### src/rtl/data_ram_arbiter.sv
// data_ram_arbiter: shares one data_ram between a core (m0) and a loader/DMA engine (m1)
//   clk, rst                       clock, synchronous active-high reset
//   mN_req/we/addr/wdata           requester N transaction, req held until mN_ack
//   mN_ack                         one-cycle pulse while mN's transaction drives the RAM
//   mN_rdata/mN_rvalid             registered read data, rvalid pulses one cycle after ack
//   ram_data/ram_addr/ram_we       data_ram pins, ram_dout combinational read data
//   DATA_RAM_ARB_FIXED_PRIO_EN     when defined, m0 always wins ties instead of round-robin
module data_ram_arbiter #(
    parameter int DWIDTH     = 16,
    parameter int ADDR_WIDTH = 16
) (
    input  logic                  clk,
    input  logic                  rst,
    input  logic                  m0_req,
    input  logic                  m0_we,
    input  logic [ADDR_WIDTH-1:0] m0_addr,
    input  logic [DWIDTH-1:0]     m0_wdata,
    output logic                  m0_ack,
    output logic [DWIDTH-1:0]     m0_rdata,
    output logic                  m0_rvalid,
    input  logic                  m1_req,
    input  logic                  m1_we,
    input  logic [ADDR_WIDTH-1:0] m1_addr,
    input  logic [DWIDTH-1:0]     m1_wdata,
    output logic                  m1_ack,
    output logic [DWIDTH-1:0]     m1_rdata,
    output logic                  m1_rvalid,
    output logic [DWIDTH-1:0]     ram_data,
    output logic [ADDR_WIDTH-1:0] ram_addr,
    output logic                  ram_we,
    input  logic [DWIDTH-1:0]     ram_dout
);
    typedef enum logic {IDLE, ACCESS} state_t;
    state_t state, state_n;
    logic last_grant, win1, we_q, ack0_q, ack1_q;
`ifdef DATA_RAM_ARB_FIXED_PRIO_EN
    assign win1 = m1_req & ~m0_req;
`else
    assign win1 = m1_req & (~m0_req | ~last_grant);
`endif
    // reset is honoured within the cycle it is raised so an in-flight write never commits
    assign ram_we = we_q & ~rst;
    assign m0_ack = ack0_q & ~rst;
    assign m1_ack = ack1_q & ~rst;
    always_comb begin
        state_n = (state == IDLE && (m0_req || m1_req)) ? ACCESS : IDLE;
    end
    always_ff @(posedge clk) begin
        if (rst) state <= IDLE;
        else     state <= state_n;
    end
    always_ff @(posedge clk) begin
        if (rst) begin
            we_q       <= 1'b0;
            ram_addr   <= '0;
            ram_data   <= '0;
            ack0_q     <= 1'b0;
            ack1_q     <= 1'b0;
            last_grant <= 1'b1;
            m0_rdata   <= '0;
            m1_rdata   <= '0;
            m0_rvalid  <= 1'b0;
            m1_rvalid  <= 1'b0;
        end else begin
            m0_rvalid <= 1'b0;
            m1_rvalid <= 1'b0;
            if (state == IDLE) begin
                if (state_n == ACCESS) begin
                    we_q       <= win1 ? m1_we : m0_we;
                    ram_addr   <= win1 ? m1_addr : m0_addr;
                    ram_data   <= win1 ? m1_wdata : m0_wdata;
                    ack0_q     <= ~win1;
                    ack1_q     <= win1;
                    last_grant <= win1;
                end
            end else begin
                we_q     <= 1'b0;
                ram_data <= '0;
                ack0_q   <= 1'b0;
                ack1_q   <= 1'b0;
                if (!we_q && ack0_q) begin
                    m0_rdata  <= ram_dout;
                    m0_rvalid <= 1'b1;
                end
                if (!we_q && ack1_q) begin
                    m1_rdata  <= ram_dout;
                    m1_rvalid <= 1'b1;
                end
            end
        end
    end
endmodule

### config.mk
export PLATFORM = sky130hd
export DESIGN_NAME = data_ram_arbiter
export DESIGN_NICKNAME = d
export VERILOG_FILES = /design/src/rtl/data_ram_arbiter.sv
export SDC_FILE = /design/constraint.sdc
export NUM_CORES = 1
export LEC_CHECK = 0
export ABC_AREA = 1
export CORE_ASPECT_RATIO = 0.5
export CORE_MARGIN = 1.5
export CORE_UTILIZATION = 37
export CTS_BUF_LIST = sky130_fd_sc_hd__clkbuf_8
export DETAILED_ROUTE_END_ITERATION = 16
export PLACE_DENSITY = 0.75
export SYNTH_ARGS = -nofsm -noshare
export SYNTH_HDL_FRONTEND = slang
export SYNTH_SLANG_ARGS = --single-unit
### constraint.sdc
create_clock -name clk -period 1.2 [get_ports clk]
set_clock_uncertainty 0.1 [all_clocks]
set_input_delay 0.24 -clock clk [delete_from_list [all_inputs] [get_ports clk]]
set_output_delay 0.24 -clock clk [all_outputs]
set_load 0.02 [all_outputs]
# Word level (Yosys, flattened, before mapping)

Cells that the tools add are included.

Mux-type cells: 6
Bitwise operators: 10
Reductions and logical operators: 10

Operators by type and width:

| cell                | number |
|---|---|
| 2-to-1 mux 16 bit   | 2 |
| AND reduction 2 bit | 3 |
| inverter 1 bit      | 5 |
| AND 1 bit           | 4 |
| 2-to-1 mux 1 bit    | 4 |
| OR reduction 2 bit  | 2 |
| logical AND 1 bit   | 3 |
| zero test 1 bit     | 1 |
| logical OR 1 bit    | 1 |
| OR 1 bit            | 1 |

Flip-flop bits (word level): 71
Output and inout bits: 69
Logic and storage cells: 37

# Depth between registers and ports, before layout

Gate-level depths: netlist (run 1).

Depth after elaboration: 4
Gate-level depth with buffers: 7
Gate-level depth less buffers: 6

# Worst setup path after synthesis (run 1)

OpenSTA, ideal clock, no wires.

Kind: register to register
Start point: register state
End point: register m0_rdata[12]
Library setup time: 0.119 ns
Data arrival time: 0.958 ns
Required time: 0.981 ns
Setup slack: 0.023 ns
Stages on the path, launching flop included: 5
Path through: dfxtp_1 -> nand3_2 -> buf_2 -> o21ai_0 -> a21oi_1

Cells in the longest elaborated chain, start to end: 1

Ends and longest elaborated chain:

| item                                 | line | text |
|---|---|---|
| from (decl)                          | 34   | `state_t state, state_n;` |
| from (signal assigned)               | 50   | `else state <= state_n;` |
| AND reduction 2 bit (no source line) | -    |  |
| to (signal assigned)                 | 82   | `m0_rdata <= ram_dout;` |
| to (decl)                            | 19   | `output logic [DWIDTH-1:0] m0_rdata,` |

Every way passes these cells.
A chain may end at the register's enable or synchronous reset.

# Worst setup path after layout (run 1)

Start point: register we_q
End point: output ram_we

Cells in the longest elaborated chain, start to end: 1

Ends and longest elaborated chain:

| item                   | line | text |
|---|---|---|
| from (decl)            | 35   | `logic last_grant, win1, we_q, ack0_q, ack1_q;` |
| from (signal assigned) | 69   | `we_q <= win1 ? m1_we : m0_we;` |
| AND 1 bit              | 42   | `assign ram_we = we_q & ~rst;` |
| to (decl)              | 30   | `output logic ram_we,` |

Every way passes these cells.

==> results of run 1 <==
worst paths after layout:
kind | startpoint | end | slack (ns)
max | we_q | ram_we | -0.16
min | m1_req | ack1_q | 0.27
max reg2reg | last_grant | ram_addr[12] | -0.08
min reg2reg | m0_rdata[5] | m0_rdata[5] | 0.34
sequential cells by signal (all words and copies together) (netlist names):
signal / flops
ram_addr: 16
m1_rvalid: 1
m0_rvalid: 1
m0_rdata: 16
m1_rdata: 16
ack1_q: 1
we_q: 1
ack0_q: 1
last_grant: 1
state: 1
ram_data: 16
layer usage:
layer / wire length [um] / part of all wire
met4: 393 / 0.032
met1: 5106 / 0.42
met5: 0 / 0
met2: 5971 / 0.49
met3: 674 / 0.055
cells in the final DEF (no fill, tap or decap), drive strengths merged:
| cell | n |
|---|---|
| clkinv | 4 |
| inv | 39 |
| nor2 | 8 |
| clkinvlp | 1 |
| clkbuf | 14 |
| o21ai | 33 |
| bufinv | 1 |
| buf | 104 |
| clkdlybuf4s50 | 82 |
| dfxtp | 71 |
| dlygate4sd2 | 1 |
| a21oi | 68 |
| nand2 | 146 |
| nand3 | 35 |
power groups by stage:
stage	Combinational (mW)	Sequential, mW	Clock [mW]
after floorplan	0.519	2.76	0
final	1.79	2.62	1.85
after global routing	1.89	2.63	2.02
after detailed placement	1.38	2.61	0
after CTS	1.43	2.58	1.91
after global placement	1.37	2.61	0
cell type report:
cell class                      count  area (sq um)  area share
Tap cell                          112         140.1     0.02405
Inverter                           38         147.6     0.02534
Clock buffer                        9         123.9     0.02126
Timing Repair Buffer              192          2002      0.3436
Sequential cell                    71          1504      0.2582
Multi-Input combinational cell    290          1843      0.3164
Clock inverter                      7         65.06     0.01117
cells in the mapped netlist:
master / number
a21oi_1: 58
a21oi_2: 10
buf_1: 1
buf_2: 15
buf_6: 6
buf_8: 1
clkbuf_1: 4
clkbuf_2: 2
dfxtp_1: 71
inv_1: 37
inv_6: 1
nand2_1: 126
nand2_2: 11
nand2_4: 1
nand3_1: 33
nand3_2: 2
nor2_1: 6
nor2_4: 1
nor2_8: 1
o21ai_0: 30
o21ai_1: 3
per-stage QoR:
step | setup WS [ns] | util
detailed placement | -0.6388 | 0.6054
finish | -0.1598 | 0.7230
global placement | -0.6366 | 0.6054
floorplan | 0.02291 | -
CTS | -0.1119 | 0.6244
global route | -0.1840 | 0.7230
worst max-delay path, delay by kind of cell (launching register included):
| kind | cells | cell delay, ns |
|---|---|---|
| flops | 1 | 0.34 |
| simple gates | 1 | 0.11 |
| buf+inv | 2 | 0.22 |
logic make-up after synthesis:
logic type	after synthesis	share of synthesized area
and+or+nand+nor	181	0.2563
AOI/OAI and AO/OA	101	0.1757
DFF	71	0.4599
buffers and inverters	67	0.1081
timing repair:
action                     in CTS  in global routing
setup endpoints to repair     138                118
pin swaps                       1                 44
setup buffers                   0                  4
gates cloned                    4                 10
gates resized for setup       374                207
==> flow_summary_export.csv, run 1 <==
group,metric,value,unit
routing,wl,12150,um
sta,tightest_slew,0.3984,ns
setup_path,required,0.86,ns
setup_path,endpoint_kind,"primary output",
power_and_ir_drop,seqPwrFrac,0.418,
power_and_ir_drop,powerDensity,1076,nW/um^2
routing,wl_per_cell,16.89,um
clock_tree,clk_pin_slew,0.07,ns
setup_path,reg2regPathDepth,6,
synthesis,ys_warn_count,0,
setup_path,critPathArrivalTime,1.02,ns
grt,grt_use_met1,0.2505,
power_and_ir_drop,swShare,0.3092,
synthesis,synth_top_cell_area_share,0.4599,
setup_path,crit_slowest_cell,"dfxtp_2",
clock_tree,cts_tree,"built",
synthesis,syn-num-nets,506,
final_layout,fin_cells,719,
clock_tree,root_buffer,"clkbuf_8",
clock_tree,cts_buffers,9,
routing,firstDrtPassIters,5,
synthesis,yosysSeqAreaShare,0.4599,
synthesis,post_synth_num_cell_types,21,
grt,antenna_found_initial,0,
sta,layout_worst_path_cycle_share,1.133,
placed_design,portBuffers,154,
placed_design,dp_cells,686,
clock_tree,cts_max_path_buffers,2,
final_layout,nets,688,
sta,setup_viol,37,
run,drv_cap,0,
clock_tree,hold_buffers,0,
sta,max_freq,735.4,MHz
final_layout,fill_cells,570,
power_and_ir_drop,p_leak,2.413,nW
synthesis,yosysTopAreaCell,"dfxtp_1",
grt,grt_busiest_layer,"met2",
setup_path,critPathLaunchType,"flip-flop",
power_and_ir_drop,netSwitchingPower,1.938,mW
setup_path,worstPathMaxFanout,2,
power_and_ir_drop,vdd_ir_drop_max,0.5705,mV
run_status,violations,"negative setup slack",
routing,drt_iter0_markers,204,
min_path,hold_path.class,"in -> reg",
min_path,whs_path_depth,3,
floorplanning,rows,23,
synthesis,netlist_instances,420,
power_and_ir_drop,total_power,6.269,mW
power_and_ir_drop,p_clk_frac,0.296,
clock_tree,clkSinkCount,71,
setup_path,path_cells,"inv_2 > nor2_1 > buf_4",
final_layout,stdcell_area,5826,sq um
floorplanning,start_util,0.3835,
placed_design,place_congestion,0.7762,
floorplanning,core,8058,sq um
power_and_ir_drop,comb_power_share,0.286,
synthesis,ys_seq_elements,71,
floorplanning,io-pin-count,155,
grt,grt_overflow_total,0,
grt,grt_max_degree,34,
synthesis,syn_area,3090,sq um
synthesis,syn_area_per_cell,7.358,sq um
final_layout,antenna_cells,0,
sta,hold_viol_final,0,
sta,setup_ws,-0.1598,ns
grt,grt_pass1_vias,3066,
clock_tree,clock_latency,0.35,ns
setup_path,max_stage_delay,0.34,ns
final_layout,drive_gt1_frac,0.4876,
grt,use_met3,0.06231,
routing,remaining_drc_errors,0,
final_layout,syn_to_final_growth,88.50,%
routing,antenna_left,0,
sta,finalMaxSlewViolations,0,
sta,rsz0062_at_grt,"yes",
sta,setup_tns,-1.399,ns
routing,viasPerCell,5.081,
sta,finalHoldWorstSlack,0.2660,ns
clock_tree,htreeDepth,3,
floorplanning,die_area,8943,sq um
floorplanning,die_h,67.63,um
power_and_ir_drop,cell_internal_pwr,4.330,mW
setup_path,path_class,"reg -> out",
grt,grt_pass1_wl,14930,um
placed_design,placed_area,4878,sq um
grt,gr-usage-all-layers,0.2151,
synthesis,ys_top_cells_by_area,"dfxtp_1, nand2_1, a21oi_1",
sta,fin_crit,1.360,ns
floorplanning,die_x,132.3,um
placed_design,dpl.hpwl,6397,um
routing,num_vias,3653,
run_status,outcome,"finished with violations",
sta,slew_headroom,0.7344,
grt,met2_usage,0.3874,
(Power assumes the default switching activity.)
==> run 2, diff against run 1 <==
--- a/config.mk
+++ b/config.mk
@@ -6,12 +6,13 @@
 export NUM_CORES = 1
 export LEC_CHECK = 0
 export ABC_AREA = 1
+export CAP_MARGIN = 30
 export CORE_ASPECT_RATIO = 0.5
 export CORE_MARGIN = 1.5
 export CORE_UTILIZATION = 37
 export CTS_BUF_LIST = sky130_fd_sc_hd__clkbuf_8
 export DETAILED_ROUTE_END_ITERATION = 16
-export PLACE_DENSITY = 0.75
+export PLACE_DENSITY_LB_ADDON = 0.15
 export SYNTH_ARGS = -nofsm -noshare
 export SYNTH_HDL_FRONTEND = slang
 export SYNTH_SLANG_ARGS = --single-unit
==> flow_summary_export.csv, run 2 (synthesized netlist as in run 1, its figures left out) <==
group,metric,value,unit
setup_path,path_delay_family,"flip-flops",
clock_tree,cts_max_path_buffers,2,
routing,viasPerCell,4.700,
run,drv_cap,0,
grt,grt_overflow_total,0,
routing,remaining_drc_errors,0,
power_and_ir_drop,vdd_ir_drop_max,0.4804,mV
grt,grt_pass1_wl,13700,um
clock_tree,hold_buffers,0,
sta,max_freq,771.3,MHz
setup_path,required,0.86,ns
floorplanning,start_util,0.3835,
routing,wl,9953,um
power_and_ir_drop,swShare,0.3065,
setup_path,critPathBufInv,2,
power_and_ir_drop,total_power,6.197,mW
routing,drt_iter0_markers,144,
floorplanning,die_area,8943,sq um
floorplanning,rows,23,
floorplanning,die_h,67.63,um
setup_path,cp_num_cells,3,
final_layout,nets,705,
power_and_ir_drop,p_clk_frac,0.284,
setup_path,max_stage_delay,0.33,ns
sta,hold_viol_final,0,
sta,slew_headroom,0.8570,
floorplanning,die_x,132.3,um
final_layout,antenna_cells,0,
floorplanning,core,8058,sq um
setup_path,critPathLaunchType,"flip-flop",
power_and_ir_drop,seqPwrFrac,0.419,
routing,firstDrtPassIters,4,
placed_design,dpl.hpwl,6096,um
final_layout,final_cell_mix,"nand2_1, clkdlybuf4s50_1, dfxtp_2",
routing,num_vias,3459,
clock_tree,clk_pin_slew,0.07,ns
grt,grt_max_degree,34,
grt,grt_pass1_vias,2859,
clock_tree,root_buffer,"clkbuf_8",
setup_path,endpoint_kind,"primary output",
routing,antenna_left,0,
power_and_ir_drop,p_leak,2.661,nW
sta,finalMaxSlewViolations,0,
sta,tightest_slew,0.2145,ns
setup_path,path_class,"reg -> out",
placed_design,place_congestion,0.7931,
grt,gr-usage-all-layers,0.1978,
routing,wl_per_cell,13.52,um
sta,setup_viol,48,
setup_path,worstPathMaxFanout,2,
sta,layout_worst_path_cycle_share,1.080,
power_and_ir_drop,netSwitchingPower,1.899,mW
min_path,hold_path.class,"in -> reg",
clock_tree,clock_latency,0.36,ns
power_and_ir_drop,comb_power_share,0.296,
sta,fin_crit,1.297,ns
sta,setup_ws,-0.09655,ns
sta,finalHoldWorstSlack,0.3144,ns
run_status,outcome,"finished with violations",
min_path,whs_path_depth,4,
setup_path,critPathArrivalTime,0.96,ns
clock_tree,cts_buffers,9,
final_layout,drive_gt1_frac,0.4968,
floorplanning,io-pin-count,155,
run_status,violations,"negative setup slack",
grt,antenna_found_initial,0,
setup_path,reg2regPathDepth,6,
clock_tree,clkSinkCount,71,
final_layout,syn_to_final_growth,94.86,%
power_and_ir_drop,powerDensity,1029,nW/um^2
setup_path,crit_slowest_cell,"dfxtp_2",
power_and_ir_drop,cell_internal_pwr,4.298,mW
placed_design,portBuffers,154,
clock_tree,htreeDepth,3,
sta,rsz0062_at_grt,"yes",
setup_path,path_cells,"inv_2 > nor2_2 > buf_6",
final_layout,layout_commonest_cell,"nand2_1",
clock_tree,cts_tree,"built",
run 2: cell types whose count changed in the layout (fill, tap and decap cells not counted), moves of 16 or more:
cell,change
buf_6,+23
nand3_2,-26
nand3_1,+31
o21ai_2,+25
nand2_2,-22
o21ai_1,-16
nand2_4,+18
run 2: cell type report:
cell class,count,area (sq um)
multi-input cells,282,1683
clock buffers,10,137.6
clock inverters,6,45.04
well taps,112,140.1
inverters,38,150.1
flip-flops and latches,71,1505
fillers,618,2036
repair buffers,217,2361
run 2: through the flow:
step	area, sq um	worst slack (ns)	utilization	cells	TNS, ns
finish	6022	-0.09655	0.7474	736	-1.991
CTS	5110	-0.1112	0.6342	719	-0.3158
global route	6022	-0.1551	0.7474	736	-4.793
floorplan	3090	0.02291	-	420	0
detailed placement	4991	-0.7181	0.6194	696	-41.47
global placement	4991	-0.6941	0.6194	696	-39.41
run 2: path summary, 6_finish.rpt:
path              slack (ns)            to          from
setup / recovery        -0.1        ram_we          we_q
hold / removal          0.31    last_grant           rst
setup reg to reg       -0.08   ram_data[8]         state
hold reg to reg         0.35  m0_rdata[10]  m0_rdata[10]
run 2: power groups by stage:
stage | Sequential (mW) | Clock (mW) | Combinational, mW
6_report | 2.60 | 1.76 | 1.84
2_1_floorplan | 2.76 | 0 | 0.519
3_5_place_dp | 2.61 | 0 | 1.44
4_1_cts | 2.56 | 1.81 | 1.46
5_1_grt | 2.61 | 1.94 | 1.96
3_3_place_gp | 2.60 | 0 | 1.44
run 2: timing repair:
item                                   CTS  global route
gates cloned                             3             7
setup buffers                            4            11
endpoints found under the hold margin    0             0
setup endpoints to repair              138           120
pin swaps                                4            26
resized for setup                      369           240
run 2: tightest hold or removal path: cells and delay by family:
family / cells / cell delay, ns
compound gates: 2 / 0.09
buf+inv: 2 / 0.40
run 2: layer usage:
| metal | global-route usage | vias to the layer above | part of all wire |
|---|---|---|---|
| met5 | 0 | - | 0 |
| met4 | 0.05769 | 0 | 0.014 |
| met3 | 0.07808 | 14 | 0.069 |
| met2 | 0.3390 | 106 | 0.49 |
| met1 | 0.2347 | 1591 | 0.43 |
| li1 | - | 1748 | - |
==> run 3, diff against run 2 <==
--- a/config.mk
+++ b/config.mk
@@ -9,7 +9,7 @@
 export CAP_MARGIN = 30
 export CORE_ASPECT_RATIO = 0.5
 export CORE_MARGIN = 1.5
-export CORE_UTILIZATION = 37
+export CORE_UTILIZATION = 35
 export CTS_BUF_LIST = sky130_fd_sc_hd__clkbuf_8
 export DETAILED_ROUTE_END_ITERATION = 16
 export PLACE_DENSITY_LB_ADDON = 0.15
==> flow_summary_export.csv, run 3 (synthesized netlist as in run 1, its figures left out) <==
group,metric,value,unit
sta,finalMaxSlewViolations,0,
power_and_ir_drop,p_leak,2.468,nW
setup_path,crit_slowest_cell,"dfxtp_2",
setup_path,critPathArrivalTime,0.94,ns
power_and_ir_drop,cell_internal_pwr,4.152,mW
sta,tightest_slew,0.2444,ns
sta,slew_headroom,0.8371,
clock_tree,root_buffer,"clkbuf_8",
floorplanning,start_util,0.3729,
grt,antenna_found_initial,0,
power_and_ir_drop,powerDensity,1034,nW/um^2
setup_path,endpoint_kind,"primary output",
grt,grt_pass1_wl,14170,um
min_path,hold_path.class,"in -> reg",
clock_tree,clock_latency,0.34,ns
setup_path,max_stage_delay,0.33,ns
floorplanning,die_x,135.9,um
sta,finalHoldWorstSlack,0.2500,ns
grt,grt_pass1_vias,2883,
setup_path,critPathLaunch,"ack1_q",
sta,setup_tns,-0.5327,ns
setup_path,required,0.86,ns
floorplanning,die_h,69.45,um
placed_design,dpl.hpwl,6148,um
power_and_ir_drop,swShare,0.3054,
placed_design,dp_cells,691,
final_layout,stdcell_area,5783,sq um
routing,wl_per_cell,14.17,um
min_path,hold_start,"rst",
final_layout,syn_to_final_growth,87.13,%
final_layout,fin_cells,722,
setup_path,critPathLaunchType,"flip-flop",
sta,hold_viol_final,0,
routing,remaining_drc_errors,0,
final_layout,drive_gt1_frac,0.4984,
routing,viasPerCell,4.711,
run_status,violations,"negative setup slack",
final_layout,finish.utilization,0.6978,
sta,setup_ws,-0.07913,ns
power_and_ir_drop,vdd_ir_drop_max,0.5144,mV
floorplanning,io-pin-count,155,
clock_tree,clk_pin_slew,0.08,ns
setup_path,worstPathMaxFanout,2,
routing,wl,10230,um
sta,max_freq,781.8,MHz
setup_path,reg2reg_from,"we_q",
grt,grt_max_degree,34,
clock_tree,cts_buffers,9,
placed_design,placed_area,4941,sq um
routing,num_vias,3401,
final_layout,final_cell_mix,"clkdlybuf4s50_1, nand2_1, buf_4",
setup_path,reg2regPathDepth,6,
routing,drt_iter0_markers,88,
run_status,outcome,"finished with violations",
sta,fin_crit,1.279,ns
routing,firstDrtPassIters,4,
clock_tree,hold_buffers,0,
sta,setup_viol,26,
final_layout,nets,692,
clock_tree,clkSinkCount,71,
min_path,whs_path_depth,3,
power_and_ir_drop,p_clk_frac,0.272,
floorplanning,core,8288,sq um
placed_design,place_congestion,0.7865,
grt,grt_overflow_total,0,
placed_design,portBuffers,154,
setup_path,path_class,"reg -> out",
final_layout,layout_commonest_cell,"clkdlybuf4s50_1",
floorplanning,die_area,9437,sq um
power_and_ir_drop,netSwitchingPower,1.825,mW
run,drv_cap,0,
clock_tree,htreeDepth,3,
clock_tree,cts_max_path_buffers,2,
setup_path,path_cells,"inv_2 > nor2_2 > buf_6",
sta,layout_worst_path_cycle_share,1.066,
sta,rsz0062_at_grt,"yes",
power_and_ir_drop,comb_power_share,0.294,
grt,gr-usage-all-layers,0.1931,
floorplanning,rows,23,
placed_design,dp_slack,-0.6611,ns
power_and_ir_drop,seqPwrFrac,0.434,
power_and_ir_drop,total_power,5.977,mW
clock_tree,cts_tree,"built",
final_layout,antenna_cells,0,
routing,antenna_left,0,
run 3: cell count changes in the layout (fill, tap and decap cells not counted), moves of 12 or more:
| cell | previous run | this run |
|---|---|---|
| buf_6 | 62 | 27 |
| buf_4 | 49 | 71 |
| nand2_1 | 106 | 76 |
| nand2_2 | 12 | 42 |
| o21ai_2 | 28 | 16 |
run 3: final timing paths:
path	to	slack [ns]
max	m1_ack	-0.08
min	ram_addr[1]	0.25
max reg2reg	m0_rdata[3]	-0.03
min reg2reg	m0_rdata[12]	0.34
run 3: power by group through the flow:
stage,Clock (mW),Sequential (mW),Combinational [mW]
floorplan,0,2.76,0.519
global placement,0,2.61,1.41
detailed placement,0,2.61,1.42
CTS,1.69,2.57,1.45
global route,1.79,2.61,1.88
finish,1.62,2.59,1.76
run 3: repair_timing:
item / in CTS / in global routing
setup buffers: 4 / 3
gates resized for setup: 343 / 228
pin swaps: 4 / 27
gates cloned: 3 / 7
endpoints found under the hold margin: 0 / 0
setup endpoints to repair: 140 / 117
run 3: area by class of cell:
| cell class | instances | area [sq um] |
|---|---|---|
| Fill cell | 696 | 2505 |
| Timing Repair Buffer | 204 | 2138 |
| Multi-Input combinational cell | 282 | 1697 |
| Sequential cell | 71 | 1494 |
| Inverter | 38 | 151.4 |
| Tap cell | 112 | 140.1 |
| Clock buffer | 9 | 123.9 |
| Clock inverter | 6 | 38.79 |
run 3: per-layer routing:
metal  global-route usage  share of wire
met1               0.2430           0.44
met2               0.3074           0.47
met3              0.08041          0.079
met4              0.04610         0.0093
met5                    0              0
run 3: worst max-delay path, delay by kind of cell (launching register included):
family	cells	cell delay (ns)
buffers and inverters	2	0.16
flip-flops	1	0.33
AND/OR/NAND/NOR	1	0.11
